**config.mk**
```make
export PLATFORM = sky130hd
export DESIGN_NAME = sseg_capture
export DESIGN_NICKNAME = d
export VERILOG_FILES = /design/src/rtl/sseg_pkg.sv /design/src/rtl/sseg_decoder.sv /design/src/rtl/sseg_capture.sv
export SDC_FILE = /design/constraint.sdc
export NUM_CORES = 1
export LEC_CHECK = 0
export CORE_MARGIN = 2
export CORE_UTILIZATION = 47
export DETAILED_ROUTE_END_ITERATION = 16
export PLACE_DENSITY = 0.73
export SYNTH_ARGS = -nofsm -noshare
export SYNTH_HDL_FRONTEND = slang
export SYNTH_HIERARCHICAL = 1
export SYNTH_SLANG_ARGS = --single-unit
```
**constraint.sdc**
```tcl
create_clock -name clk -period 2.1 [get_ports clk]
set_clock_uncertainty 0.1 [all_clocks]
set_input_delay 0.21 -clock clk [delete_from_list [all_inputs] [get_ports clk]]
set_output_delay 0.21 -clock clk [all_outputs]
set_load 0.005 [all_outputs]
```
**src/rtl/sseg_pkg.sv**
```systemverilog
// Shared definitions for the seven-segment capture path: segment encodings,
// capture state type and index-width helper.
package sseg_pkg;

  typedef enum logic [1:0] {
    WAIT    = 2'd0,
    CAPTURE = 2'd1,
    HOLD    = 2'd2
  } state_e;

  // Active-low {g,f,e,d,c,b,a} patterns for hex digits 0..F
  localparam logic [6:0] SEG_0 = 7'h40;
  localparam logic [6:0] SEG_1 = 7'h79;
  localparam logic [6:0] SEG_2 = 7'h24;
  localparam logic [6:0] SEG_3 = 7'h30;
  localparam logic [6:0] SEG_4 = 7'h19;
  localparam logic [6:0] SEG_5 = 7'h12;
  localparam logic [6:0] SEG_6 = 7'h02;
  localparam logic [6:0] SEG_7 = 7'h78;
  localparam logic [6:0] SEG_8 = 7'h00;
  localparam logic [6:0] SEG_9 = 7'h10;
  localparam logic [6:0] SEG_A = 7'h08;
  localparam logic [6:0] SEG_B = 7'h03;
  localparam logic [6:0] SEG_C = 7'h46;
  localparam logic [6:0] SEG_D = 7'h21;
  localparam logic [6:0] SEG_E = 7'h06;
  localparam logic [6:0] SEG_F = 7'h0E;

  function automatic int idx_width(input int digits);
    return (digits > 1) ? $clog2(digits) : 1;
  endfunction

endpackage

```
**src/rtl/sseg_decoder.sv**
```systemverilog
// Combinational segment-pattern to hex decoder; legal=0 for any pattern
// outside the sixteen hex glyphs.
module sseg_decoder
  import sseg_pkg::*;
(
  input  logic [6:0] seg,
  output logic       legal,
  output logic [3:0] hex
);

  always_comb begin
    legal = 1'b1;
    hex   = 4'h0;
    case (seg)
      SEG_0:   hex = 4'h0;
      SEG_1:   hex = 4'h1;
      SEG_2:   hex = 4'h2;
      SEG_3:   hex = 4'h3;
      SEG_4:   hex = 4'h4;
      SEG_5:   hex = 4'h5;
      SEG_6:   hex = 4'h6;
      SEG_7:   hex = 4'h7;
      SEG_8:   hex = 4'h8;
      SEG_9:   hex = 4'h9;
      SEG_A:   hex = 4'hA;
      SEG_B:   hex = 4'hB;
      SEG_C:   hex = 4'hC;
      SEG_D:   hex = 4'hD;
      SEG_E:   hex = 4'hE;
      SEG_F:   hex = 4'hF;
      default: begin
        legal = 1'b0;
        hex   = 4'h0;
      end
    endcase
  end

endmodule

```
**src/rtl/sseg_capture.sv**
```systemverilog
// Observes the multiplexed anode/segment bus, rebuilds the displayed digits
// and flags malformed anodes, illegal glyphs and out-of-order scanning.
module sseg_capture
  import sseg_pkg::*;
#(
  parameter int DIGITS = 4,
  parameter int SETTLE = 2
) (
  input  logic                  clk,
  input  logic                  rst_n,
  input  logic [DIGITS-1:0]     an,
  input  logic [6:0]            seg,
  input  logic                  clr,
  output logic [4*DIGITS-1:0]   digit_val,
  output logic [DIGITS-1:0]     digit_ok,
  output logic                  frame_done,
  output logic                  err_an,
  output logic                  err_seq,
  output logic                  err_seg
);

  localparam int IW = idx_width(DIGITS);
  localparam int CW = $clog2(SETTLE + 1);
  localparam logic [CW-1:0] CNT_MAX  = CW'(SETTLE);
  localparam logic [CW-1:0] CNT_LAST = CW'(SETTLE - 1);
  localparam logic [IW-1:0] IDX_LAST = IW'(DIGITS - 1);

  logic [DIGITS-1:0]   an_prev_q, an_prev_d;
  logic [CW-1:0]       cnt_q, cnt_d;
  state_e              state_q, state_d;
  logic [IW-1:0]       exp_q, exp_d;
  logic                in_frame_q, in_frame_d;
  logic                first_q, first_d;
  logic [4*DIGITS-1:0] digit_val_q, digit_val_d;
  logic [DIGITS-1:0]   digit_ok_q, digit_ok_d;
  logic                frame_done_q, frame_done_d;
  logic                err_an_q, err_an_d;
  logic                err_seq_q, err_seq_d;
  logic                err_seg_q, err_seg_d;

  logic                seen_s, multi_s, one_zero_s, capture_s;
  logic [IW-1:0]       idx_s;
  logic                dec_legal_s;
  logic [3:0]          dec_hex_s;

  sseg_decoder u_dec (
    .seg   (seg),
    .legal (dec_legal_s),
    .hex   (dec_hex_s)
  );

  // Anode decode: lowest zero gives the index, a second zero marks it malformed
  always_comb begin
    seen_s  = 1'b0;
    multi_s = 1'b0;
    idx_s   = '0;
    for (int i = 0; i < DIGITS; i++) begin
      multi_s = multi_s | (seen_s & ~an[i]);
      if (!an[i] && !seen_s) begin
        idx_s = IW'(i);
      end else begin
        idx_s = idx_s;
      end
      seen_s = seen_s | ~an[i];
    end
    one_zero_s = seen_s & ~multi_s;
  end

  // Settle counter and WAIT/CAPTURE/HOLD sequencing
  always_comb begin
    an_prev_d = an;
    cnt_d     = cnt_q;
    state_d   = state_q;
    if (an != an_prev_q) begin
      cnt_d   = '0;
      state_d = WAIT;
    end else begin
      if (cnt_q != CNT_MAX) begin
        cnt_d = cnt_q + CW'(1);
      end else begin
        cnt_d = cnt_q;
      end
      case (state_q)
        WAIT: begin
          if (cnt_q == CNT_LAST) begin
            state_d = CAPTURE;
          end else begin
            state_d = WAIT;
          end
        end
        CAPTURE: state_d = HOLD;
        HOLD:    state_d = HOLD;
        default: state_d = WAIT;
      endcase
    end
    capture_s = (state_d == CAPTURE);
  end

  // Digit write-back, ring-order tracking and sticky error flags
  always_comb begin
    digit_val_d  = digit_val_q;
    digit_ok_d   = digit_ok_q;
    frame_done_d = 1'b0;
    err_an_d     = err_an_q;
    err_seq_d    = err_seq_q;
    err_seg_d    = err_seg_q;
    exp_d        = exp_q;
    in_frame_d   = in_frame_q;
    first_d      = first_q;
    if (capture_s) begin
      if (one_zero_s) begin
        digit_val_d[4*idx_s +: 4] = dec_legal_s ? dec_hex_s : 4'h0;
        digit_ok_d[idx_s]         = dec_legal_s;
        if (!dec_legal_s) begin
          err_seg_d = 1'b1;
        end else begin
          err_seg_d = err_seg_q;
        end
        first_d = 1'b0;
        // Digit 0 always (re)opens a frame; the very first capture never errors
        if (idx_s == '0) begin
          exp_d      = IW'(1);
          in_frame_d = 1'b1;
        end else if (first_q) begin
          in_frame_d = 1'b0;
        end else if (in_frame_q && (idx_s == exp_q)) begin
          if (idx_s == IDX_LAST) begin
            frame_done_d = 1'b1;
            in_frame_d   = 1'b0;
            exp_d        = '0;
          end else begin
            exp_d = exp_q + IW'(1);
          end
        end else begin
          err_seq_d  = 1'b1;
          in_frame_d = 1'b0;
        end
      end else begin
        err_an_d = 1'b1;
      end
    end else begin
      frame_done_d = 1'b0;
    end
    if (clr) begin
      err_an_d     = 1'b0;
      err_seq_d    = 1'b0;
      err_seg_d    = 1'b0;
      in_frame_d   = 1'b0;
      exp_d        = '0;
      first_d      = 1'b1;
      frame_done_d = 1'b0;
    end else begin
      first_d = first_d;
    end
  end

  // State and output registers
  always_ff @(posedge clk or negedge rst_n) begin
    if (!rst_n) begin
      an_prev_q    <= '1;
      cnt_q        <= '0;
      state_q      <= WAIT;
      exp_q        <= '0;
      in_frame_q   <= 1'b0;
      first_q      <= 1'b1;
      digit_val_q  <= '0;
      digit_ok_q   <= '0;
      frame_done_q <= 1'b0;
      err_an_q     <= 1'b0;
      err_seq_q    <= 1'b0;
      err_seg_q    <= 1'b0;
    end else begin
      an_prev_q    <= an_prev_d;
      cnt_q        <= cnt_d;
      state_q      <= state_d;
      exp_q        <= exp_d;
      in_frame_q   <= in_frame_d;
      first_q      <= first_d;
      digit_val_q  <= digit_val_d;
      digit_ok_q   <= digit_ok_d;
      frame_done_q <= frame_done_d;
      err_an_q     <= err_an_d;
      err_seq_q    <= err_seq_d;
      err_seg_q    <= err_seg_d;
    end
  end

  assign digit_val  = digit_val_q;
  assign digit_ok   = digit_ok_q;
  assign frame_done = frame_done_q;
  assign err_an     = err_an_q;
  assign err_seq    = err_seq_q;
  assign err_seg    = err_seg_q;

endmodule

```
# --- Word level (Yosys, flattened, before mapping) ---
# Index checks and enable logic that the tools add are counted.
totals:
  ff_bits: 36
  out_inout_bits: 24
op_classes:
  add_sub_neg: 3
  order_cmp: 2
  eq_ne: 30
  shift: 2
  mux: 52
  bitwise: 14
  reduce_logical: 26
op_table:
  columns: ["cell", "n"]
  rows:
  - ["$pmux 4 s15", 1]
  - ["$mux 1", 34]
  - ["$neg 4->34", 1]
  - ["$shift 4x34->16 const A", 1]
  - ["$shiftx 4x34->16", 1]
  - ["$eq 7x7->1 const B", 4]
  - ["$mux 2", 12]
  - ["$eq 7x5->1 const B", 3]
  - ["$eq 7x6->1 const B", 3]
  - ["$bwmux 16", 1]
  - ["$reduce_or 16->1", 1]
  - ["$eq 7x2->1 const B", 2]
  - ["$eq 7x4->1 const B", 2]
  - ["$ne 2x2->1 const B", 6]
  - ["$eq 7x3->1 const B", 1]
  - ["$logic_not 7->1", 1]
  - ["$eq 2x1->1 const B", 3]
  - ["$reduce_and 2->1", 3]
  - ["$reduce_and 3->1", 2]
  - ["$reduce_bool 2->1", 3]
  - ["$logic_and 1x1->1", 5]
  - ["$logic_not 1->1", 5]
  - ["$ne 5x4->1 const B", 1]
  - ["$not 1->1", 5]
  - ["other kinds (18)", 28]

# --- Logic depth before layout (Yosys ltp) ---
# Gate-level depths: netlist of the first run.
depth:
  depth_word: 14
  depth_mapped: 9
  mapped_depth_nobuf: 8

# --- Cells and area by module ---
# Netlist of the first run, hierarchy kept.
modules_own_cells:
  columns: ["module", "n_inst", "cells_each", "area_each_um2", "seq_area_each_um2"]
  rows:
  - ["sseg_capture", 1, 161, 1749.2, 907.1]
  - ["sseg_decoder", 1, 56, 364.1, 0.0]

# --- Least setup slack after synthesis of the first run ---
# No wires, ideal clock.
synth_path:
  path_kind: "flip-flop to flip-flop"
  start: "reg an_prev_q[0]"
  end: "reg digit_val_q[7], in the netlist digit_val[7]"
  arrival_time_ns: 1.785
  setup_slack_ns: 0.090
  path_stages_with_launch: 6
  cell_sequence: "dfstp_2 -> xnor2_2 -> nand4_4 -> or4_1 -> buf_2 -> mux2_4"
synth_between:
  elab_chain_cells: 4
synth_rtl:
  columns: ["element", "line_no", "rtl"]
  rows:
  - ["start: declaration", "sseg_capture.sv:28", "logic [DIGITS-1:0] an_prev_q, an_prev_d;"]
  - ["start signal: assignment", "sseg_capture.sv:173", "an_prev_q <= an_prev_d;"]
  - ["$ne 4x4->1", "sseg_capture.sv:74", "if (an != an_prev_q) begin"]
  - ["$mux 2", "sseg_capture.sv:74", null]
  - ["$eq 2x1->1", "sseg_capture.sv:96", "capture_s = (state_d == CAPTURE);"]
  - ["$reduce_and 2->1 (no source line)", null, null]
  - ["end signal: assignment", "sseg_capture.sv:179", "digit_val_q <= digit_val_d;"]
  - ["end: declaration", "sseg_capture.sv:34", "logic [4*DIGITS-1:0] digit_val_q, digit_val_d;"]
# No other way between the ends.
# A chain may end at the register's enable or synchronous reset.

# --- Worst setup path in the final report of the first run ---
layout_path:
  start: "in an[2]"
  end: "reg err_seq_q, in the netlist err_seq"
layout_between:
  elab_chain_cells: 9
layout_rtl:
  columns: ["element", "line_no", "rtl"]
  rows:
  - ["start: declaration", "sseg_capture.sv:11", "input logic [DIGITS-1:0] an,"]
  - ["$not 1->1", "sseg_capture.sv:58, sseg_capture.sv:64", null]
  - ["$or 1x1->1", "sseg_capture.sv:64", "seen_s = seen_s | ~an[i];"]
  - ["$logic_not 1->1", "sseg_capture.sv:59", "if (!an[i] && !seen_s) begin"]
  - ["$logic_and 1x1->1", "sseg_capture.sv:59", null]
  - ["$mux 2", "sseg_capture.sv:59", null]
  - ["$eq 2x2->1", "sseg_capture.sv:126", "end else if (in_frame_q && (idx_s == exp_q)) begin"]
  - ["$logic_and 1x1->1", "sseg_capture.sv:126", null]
  - ["$ne 2x2->1 (no source line)", null, null]
  - ["$reduce_and 5->1 (no source line) *", null, null]
  - ["end signal: assignment", "sseg_capture.sv:183", "err_seq_q <= err_seq_d;"]
  - ["end: declaration", "sseg_capture.sv:38", "logic err_seq_q, err_seq_d;"]
# Mark *: on every way between the ends. The rest lies on a longest branch, timed or not.

==> impl_metrics.csv, run 1 <==
group,metric,value,unit
global_route,grt-busiest-layer,"met2",
die,die_y,71.06,um
sta,drv_slew,0,
yosys,synth_cell_types,54,
cts,clk_pin_slew_worst_paths,0.07,ns
layout,antenna_cells,0,
hold_path,holdPathStages,1,
layout,syn_to_final_growth,42.16,%
cts,htreeDepth,2,
sta,rsz0062_at_grt,"true",
die,rows,24,
pwr,p_sw_frac,0.2477,
pwr,p_switching,0.3864,mW
routing,wl,4.907,mm
placement,place_ws,-0.4343,ns
sta,maxSlewHeadroom,0.6478,
pwr,internal_power,1.173,mW
critical_path,slowest_stage,"clkdlybuf4s50_1",
layout,fin_cells,352,
die,ios,38,
yosys,ys_seq_elements,36,
cts,clk_path_buf_depth,2,
die,core_area,0.004354,sq mm
global_route,grt_overflow_total,0,
critical_path,crit_fanout,6,
global_route,grtUsageTotal,0.2078,
pwr,comb_power_share,0.152,
sta,tightest_slew,0.5243,ns
routing,wl_per_cell,13.94,um
yosys,synth_nets,234,
sta,report.final.hold_viol_count,0,
sta,setup_viol,0,
routing,drtIter0Drc,139,
sta,layout_setup_ws,0.07599,ns
yosys,syn_avg_cell_area,9.739,sq um
layout,fin_nets,316,
critical_path,crit_arrival,2.14,ns
global_route,use_met2,0.3229,
cts,cts_num_sinks,36,
critical_path,end_kind,"register",
placement,dp.cells,343,
layout,layout-drive-gt1-share,0.3233,
sta,period_needed,2.024,ns
global_route,met3_usage,0.04843,
pwr,seqPwrFrac,0.457,
pwr,finalPower,1.560,mW
routing,drcViolationCount,0,
global_route,met1_usage,0.2994,
cts,cts_tree,"done",
yosys,synth_edf_count,0,
sta,hold_ws,0.06304,ns
cts,numCtsBuffers,5,
pwr,leakagePower,1.372,nW
global_route,grt_antenna_before_repair,0,
yosys,syn_area,0.002113,sq mm
cts,cts-root-buf,"clkbuf_8",
routing,drtPass1Iterations,4,
critical_path,cp.required,2.22,ns
global_route,grt_max_degree,37,
yosys,ys_seq_area_frac,0.4292,
routing,viasPerCell,5.298,
routing,antenna_left,0,
status,status,"completed",
placement,hpwl,3.659,mm
die,start_util,0.4853,
pwr,powerDensity,519.2,mW/mm^2
global_route,grt_pass1_wl,8.259,mm
yosys,ys.flop_type,"dfrtp_1",
critical_path,reg2regPathDepth,7,
pwr,pwr-share-clk,0.391,
sta,period_share,0.9638,
critical_path,cpPeakStageDelay,0.52,ns
placement,gp_congestion,0.8258,
cts,insertion_delay,0.29,ns
die,dieArea,0.005049,sq mm
layout,fillers,365,
global_route,grt_pass1_vias,1753,
pwr,vdd_ir_drop_max,0.3445,mV
run,drv_cap,0,
critical_path,worstSetupPathType,"in -> reg",
routing,vias,1865,
sta,fmax,0.4941,GHz
critical_path,crit_chain,"clkdlybuf4s50_1 -> buf_4 -> xnor2_4 -> nand4_4 -> or3_1 -> a2111o_1 -> a21oi_1",
yosys,syn_inst,217,
hold_path,hold_path.class,"in -> reg",
yosys,synthArstFlopShare,1.000,
placement,portBuffers,37,
critical_path,cp-start-kind,"input port",
yosys,ys_warn_count,6,
die,fp.dieW,71.06,um
==> final timing paths <==
| path | start | slack [ns] | to |
|---|---|---|---|
| min in group asynchronous | rst_n | 0.23 | state_q[0]$_DFF_PN0_ |
| max | an[2] | 0.08 | err_seq$_DFFE_PN0P_ |
| min | an[0] | 0.06 | an_prev_q[0]$_DFF_PN1_ |
| min reg2reg | digit_val[5]$_DFFE_PN0P_ | 0.38 | digit_val[5]$_DFFE_PN0P_ |
| max in group asynchronous | rst_n | 1.33 | an_prev_q[3]$_DFF_PN1_ |
| max reg2reg | state_q[0]$_DFF_PN0_ | 0.09 | exp_q[1]$_DFFE_PN0P_ |
==> per-stage QoR <==
step           setup TNS [ns]  utilization  area (sq um)
4_1_cts                     0       0.6756          2942
3_5_place_dp           -8.262       0.6483          2823
6_report                    0       0.6899          3004
3_3_place_gp           -7.222       0.6483          2823
2_1_floorplan               0            -          2113
5_1_grt              -0.02623       0.6899          3004
==> layout by cell type (no fill, tap or decap), types with 4 or more instances in the layout <==
cell type / instances
or3_1: 4
mux2i_1: 4
nor2_1: 15
clkdlybuf4s50_1: 27
nand3_1: 4
dfrtp_1: 31
dlymetal6s2s_1: 4
nor3_1: 5
nand2_1: 22
clkbuf_8: 5
buf_4: 51
o21ai_0: 14
a21oi_1: 10
dfstp_2: 5
mux2_2: 6
inv_1: 14
nand2b_1: 4
nand4_1: 5
==> synth_stat cells, types with 2 or more instances <==
cell type	number	area [sq um]
inv_1	14	52.55
o21ai_1	3	15.01
a211o_1	2	17.52
ha_1	3	37.54
buf_6	3	33.78
buf_4	4	30.03
or3_1	4	25.02
and2_1	2	12.51
o31ai_1	2	15.01
a21oi_1	10	50.05
a21o_1	3	22.52
nor2b_1	4	25.02
and4b_1	3	30.03
nand2_1	22	82.58
nand2b_1	4	25.02
mux2_2	6	67.56
dfrtp_1	31	775.7
xor2_1	2	17.52
o21ai_0	15	75.07
dfstp_2	5	131.4
nor4bb_1	2	20.02
xnor2_2	4	65.06
buf_2	3	15.01
nor4_1	2	12.51
mux2i_1	4	40.04
nor3_1	6	30.03
nor2_1	15	56.30
o211ai_1	2	15.01
and3_1	2	12.51
a31oi_1	3	18.77
nand4_1	5	31.28
nor3b_2	2	25.02
nand3_1	4	20.02
==> registers in the layout, indices dropped and copies added (netlist names) <==
register    flops
in_frame_q      1
frame_done      1
an_prev_q       4
state_q         2
err_an          1
first_q         1
digit_ok        4
cnt_q           2
err_seq         1
exp_q           2
digit_val      16
err_seg         1
==> critical path: cells and delay by family <==
| family | cells | cell delay, ns |
|---|---|---|
| simple gates | 2 | 0.60 |
| compound gates | 2 | 0.50 |
| xor+xnor | 1 | 0.13 |
| buf+inv | 2 | 0.70 |
==> final cells by class <==
cell class              instances  area, sq um  area share
clock buffers                   5        68.82     0.02291
clock inverters                 3        42.54     0.01416
inverters                      14        52.55     0.01749
multi-input cells             154         1124      0.3740
flip-flops and latches         36        907.1      0.3020
well taps                      52        65.06     0.02166
repair buffers                 88        744.5      0.2478
==> power by group through the flow <==
| stage | Sequential [mW] | Clock [mW] | Combinational, mW |
|---|---|---|---|
| global route | 0.713 | 0.655 | 0.261 |
| detailed placement | 0.725 | 0 | 0.227 |
| finish | 0.712 | 0.610 | 0.237 |
| global placement | 0.725 | 0 | 0.224 |
| CTS | 0.712 | 0.622 | 0.226 |
| floorplan | 0.725 | 0 | 0.111 |
==> per-layer routing <==
metal | vias to the layer above | routed length [um]
met3 | 5 | 209
met1 | 882 | 2246
met4 | 0 | 46
li1 | 931 | -
met5 | - | 0
met2 | 47 | 2404
==> cell families (layout without fill, tap and decap cells) <==
group,count (synthesis),after routing,synth area share
and+or+nand+nor,86,86,0.2356
AOI/OAI and AO/OA,48,48,0.1474
DFF,36,36,0.4292
buffers and inverters,27,110,0.07282
muxes,11,11,0.05802
xor gates and xnor gates,6,6,0.03908
adders and majority gates,3,3,0.01776
==> what timing repair did <==
| item | CTS | global route |
|---|---|---|
| pin swaps | 2 | 9 |
| gates resized for setup | 9 | 21 |
| setup endpoints to repair | 16 | 25 |
| hold buffers | 0 | 0 |
| setup buffers | 0 | 1 |
Note: power is estimated with default switching activity, not from simulation.
==> run 2, diff against run 1 <==
- CAP_MARGIN: not set -> 10
==> results of run 2 <==
No change in the layout: final DEF, timing and power equal those of run 1.
==> run 3, diff against run 2 <==
- GPL_ROUTABILITY_DRIVEN: not set -> 0
==> run 3 against run 2 <==
Effect of this change:
- count of clock-buffer cells in the layout unchanged
- largest cell class unchanged
- non-clock buffer count decreased by 7
- worst setup slack got worse by 0.034 ns
- final cell count decreased by 2.0%
- sequential power about the same
- critical endpoint is now digit_ok[1]$_DFFE_PN0P_
- fmax decreased by 1.7%
==> impl_metrics.csv, run 3 (same netlist as run 1, synthesis figures left out) <==
group,metric,value,unit
cts,htreeDepth,2,
die,dieArea,0.005049,sq mm
cts,cts-root-buf,"clkbuf_8",
global_route,grt_antenna_before_repair,0,
placement,portBuffers,37,
run,drv_cap,0,
pwr,leakagePower,1.329,nW
routing,viasPerCell,5.281,
layout,mostFrequentLayoutCells,"43 x buf_4, 31 x dfrtp_1, 29 x clkdlybuf4s50_1, 21 x nand2_1",
sta,fmax,0.4858,GHz
routing,wl,4.671,mm
routing,dr_wl_met2,2.277,mm
global_route,grt_pass1_wl,7.962,mm
routing,routed.top_layer,"met4",
sta,drv_slew,0,
critical_path,worstSetupPathType,"in -> reg",
sta,final.setup.tns,0,ns
die,start_util,0.4853,
pwr,vdd_ir_drop_max,0.2312,mV
cts,numCtsBuffers,5,
layout,largest_reg_flops,16,
layout,antenna_cells,0,
layout,final_common_cell,"buf_4",
routing,vias,1822,
sta,period_needed,2.058,ns
hold_path,hold_path.class,"in -> reg",
sta,tightest_slew,0.5245,ns
critical_path,crit_fanout,8,
layout,fin_cells,345,
sta,report.final.hold_viol_count,0,
die,rows,24,
sta,setup_viol,0,
die,ios,38,
global_route,grt_overflow_total,0,
routing,wl_met1,2.159,mm
routing,drtPass1Iterations,5,
critical_path,cp.required,2.18,ns
pwr,powerDensity,525.5,mW/mm^2
sta,period_share,0.9802,
routing,antenna_left,0,
die,die_y,71.06,um
die,core_area,0.004354,sq mm
layout,syn_to_final_growth,39.02,%
critical_path,end_kind,"register",
layout,finish.instance_area,0.002938,sq mm
cts,clk_pin_slew_worst_paths,0.08,ns
die,fp.dieW,71.06,um
global_route,grt_pass1_vias,1738,
critical_path,cp-start-kind,"input port",
sta,maxSlewHeadroom,0.6476,
layout,fin_nets,309,
layout,utilization,0.6747,
routing,wl_met3,178,um
placement,dp.cells,335,
cts,cts_tree,"done",
cts,clk_path_buf_depth,2,
status,status,"completed",
critical_path,crit_arrival,2.13,ns
global_route,grtUsageTotal,0.2011,
global_route,grt_max_degree,37,
layout,layout-drive-gt1-share,0.2901,
routing,drtIter0Drc,88,
cts,insertion_delay,0.29,ns
cts,cts_num_sinks,36,
placement,place_area,0.002763,sq mm
routing,drcViolationCount,0,
sta,rsz0062_at_grt,"true",
placement,hpwl,3.609,mm
routing,wl_per_cell,13.54,um
cts,holdBufCountCts,0,
-- run 3: cell type report --
type	count	area, sq um
timing repair buffer	81	705.7
clock buffer	5	68.82
tap	52	65.06
fill	350	1416
clock inverter	3	42.54
multi-input combinational	154	1096
inverter	14	52.55
sequential	36	907.1
-- run 3: path summary, 6_finish.rpt --
path	slack [ns]	end	cells past startpoint	from
max	0.04	digit_ok[1]$_DFFE_PN0P_	8	an[3]
min	0.07	an_prev_q[0]$_DFF_PN1_	1	an[0]
max reg2reg	0.08	err_seq$_DFFE_PN0P_	7	state_q[0]$_DFF_PN0_
min reg2reg	0.38	digit_val[4]$_DFFE_PN0P_	2	digit_val[4]$_DFFE_PN0P_
max in group asynchronous	1.33	an_prev_q[1]$_DFF_PN1_	2	rst_n
min in group asynchronous	0.23	err_seg$_DFFE_PN0P_	2	rst_n
-- run 3: worst max-delay path, stage by stage --
cell and delay (ns):
clkdlybuf4s50_1 0.47, buf_4 0.17, xnor2_2 0.18, nand4_4 0.16, or4_1 0.60, buf_4 0.19
nand2_1 0.07, o21ai_0 0.08
-- run 3: metrics by stage --
stage	hold slack, ns	setup slack [ns]	power, mW
detailed placement	0.3695	-0.4240	0.9374
CTS	0.2438	0.003361	1.550
global route	0.06631	-0.06049	1.618
finish	0.07323	0.04167	1.544
global placement	0.3613	-0.3603	0.9342
floorplan	-0.1856	0.08953	0.8359
-- run 3: repair_timing --
| item | 4_1_cts | 5_1_grt |
|---|---|---|
| gates cloned | 0 | 0 |
| pin swaps | 4 | 1 |
| setup buffers | 2 | 0 |
| gates resized for setup | 8 | 10 |
| setup endpoints to repair | 15 | 25 |
-- run 3: power breakdown --
part | switching [mW] | internal (mW)
clock | 0.259 | 0.351
sequential | 0.00662 | 0.705
combinational | 0.114 | 0.107
-- run 3: routing by layer --
layer,up-vias,GRT usage
li1,923,-
met1,849,0.2648
met2,45,0.3302
met3,5,0.04274
met4,0,0.06918
met5,-,0
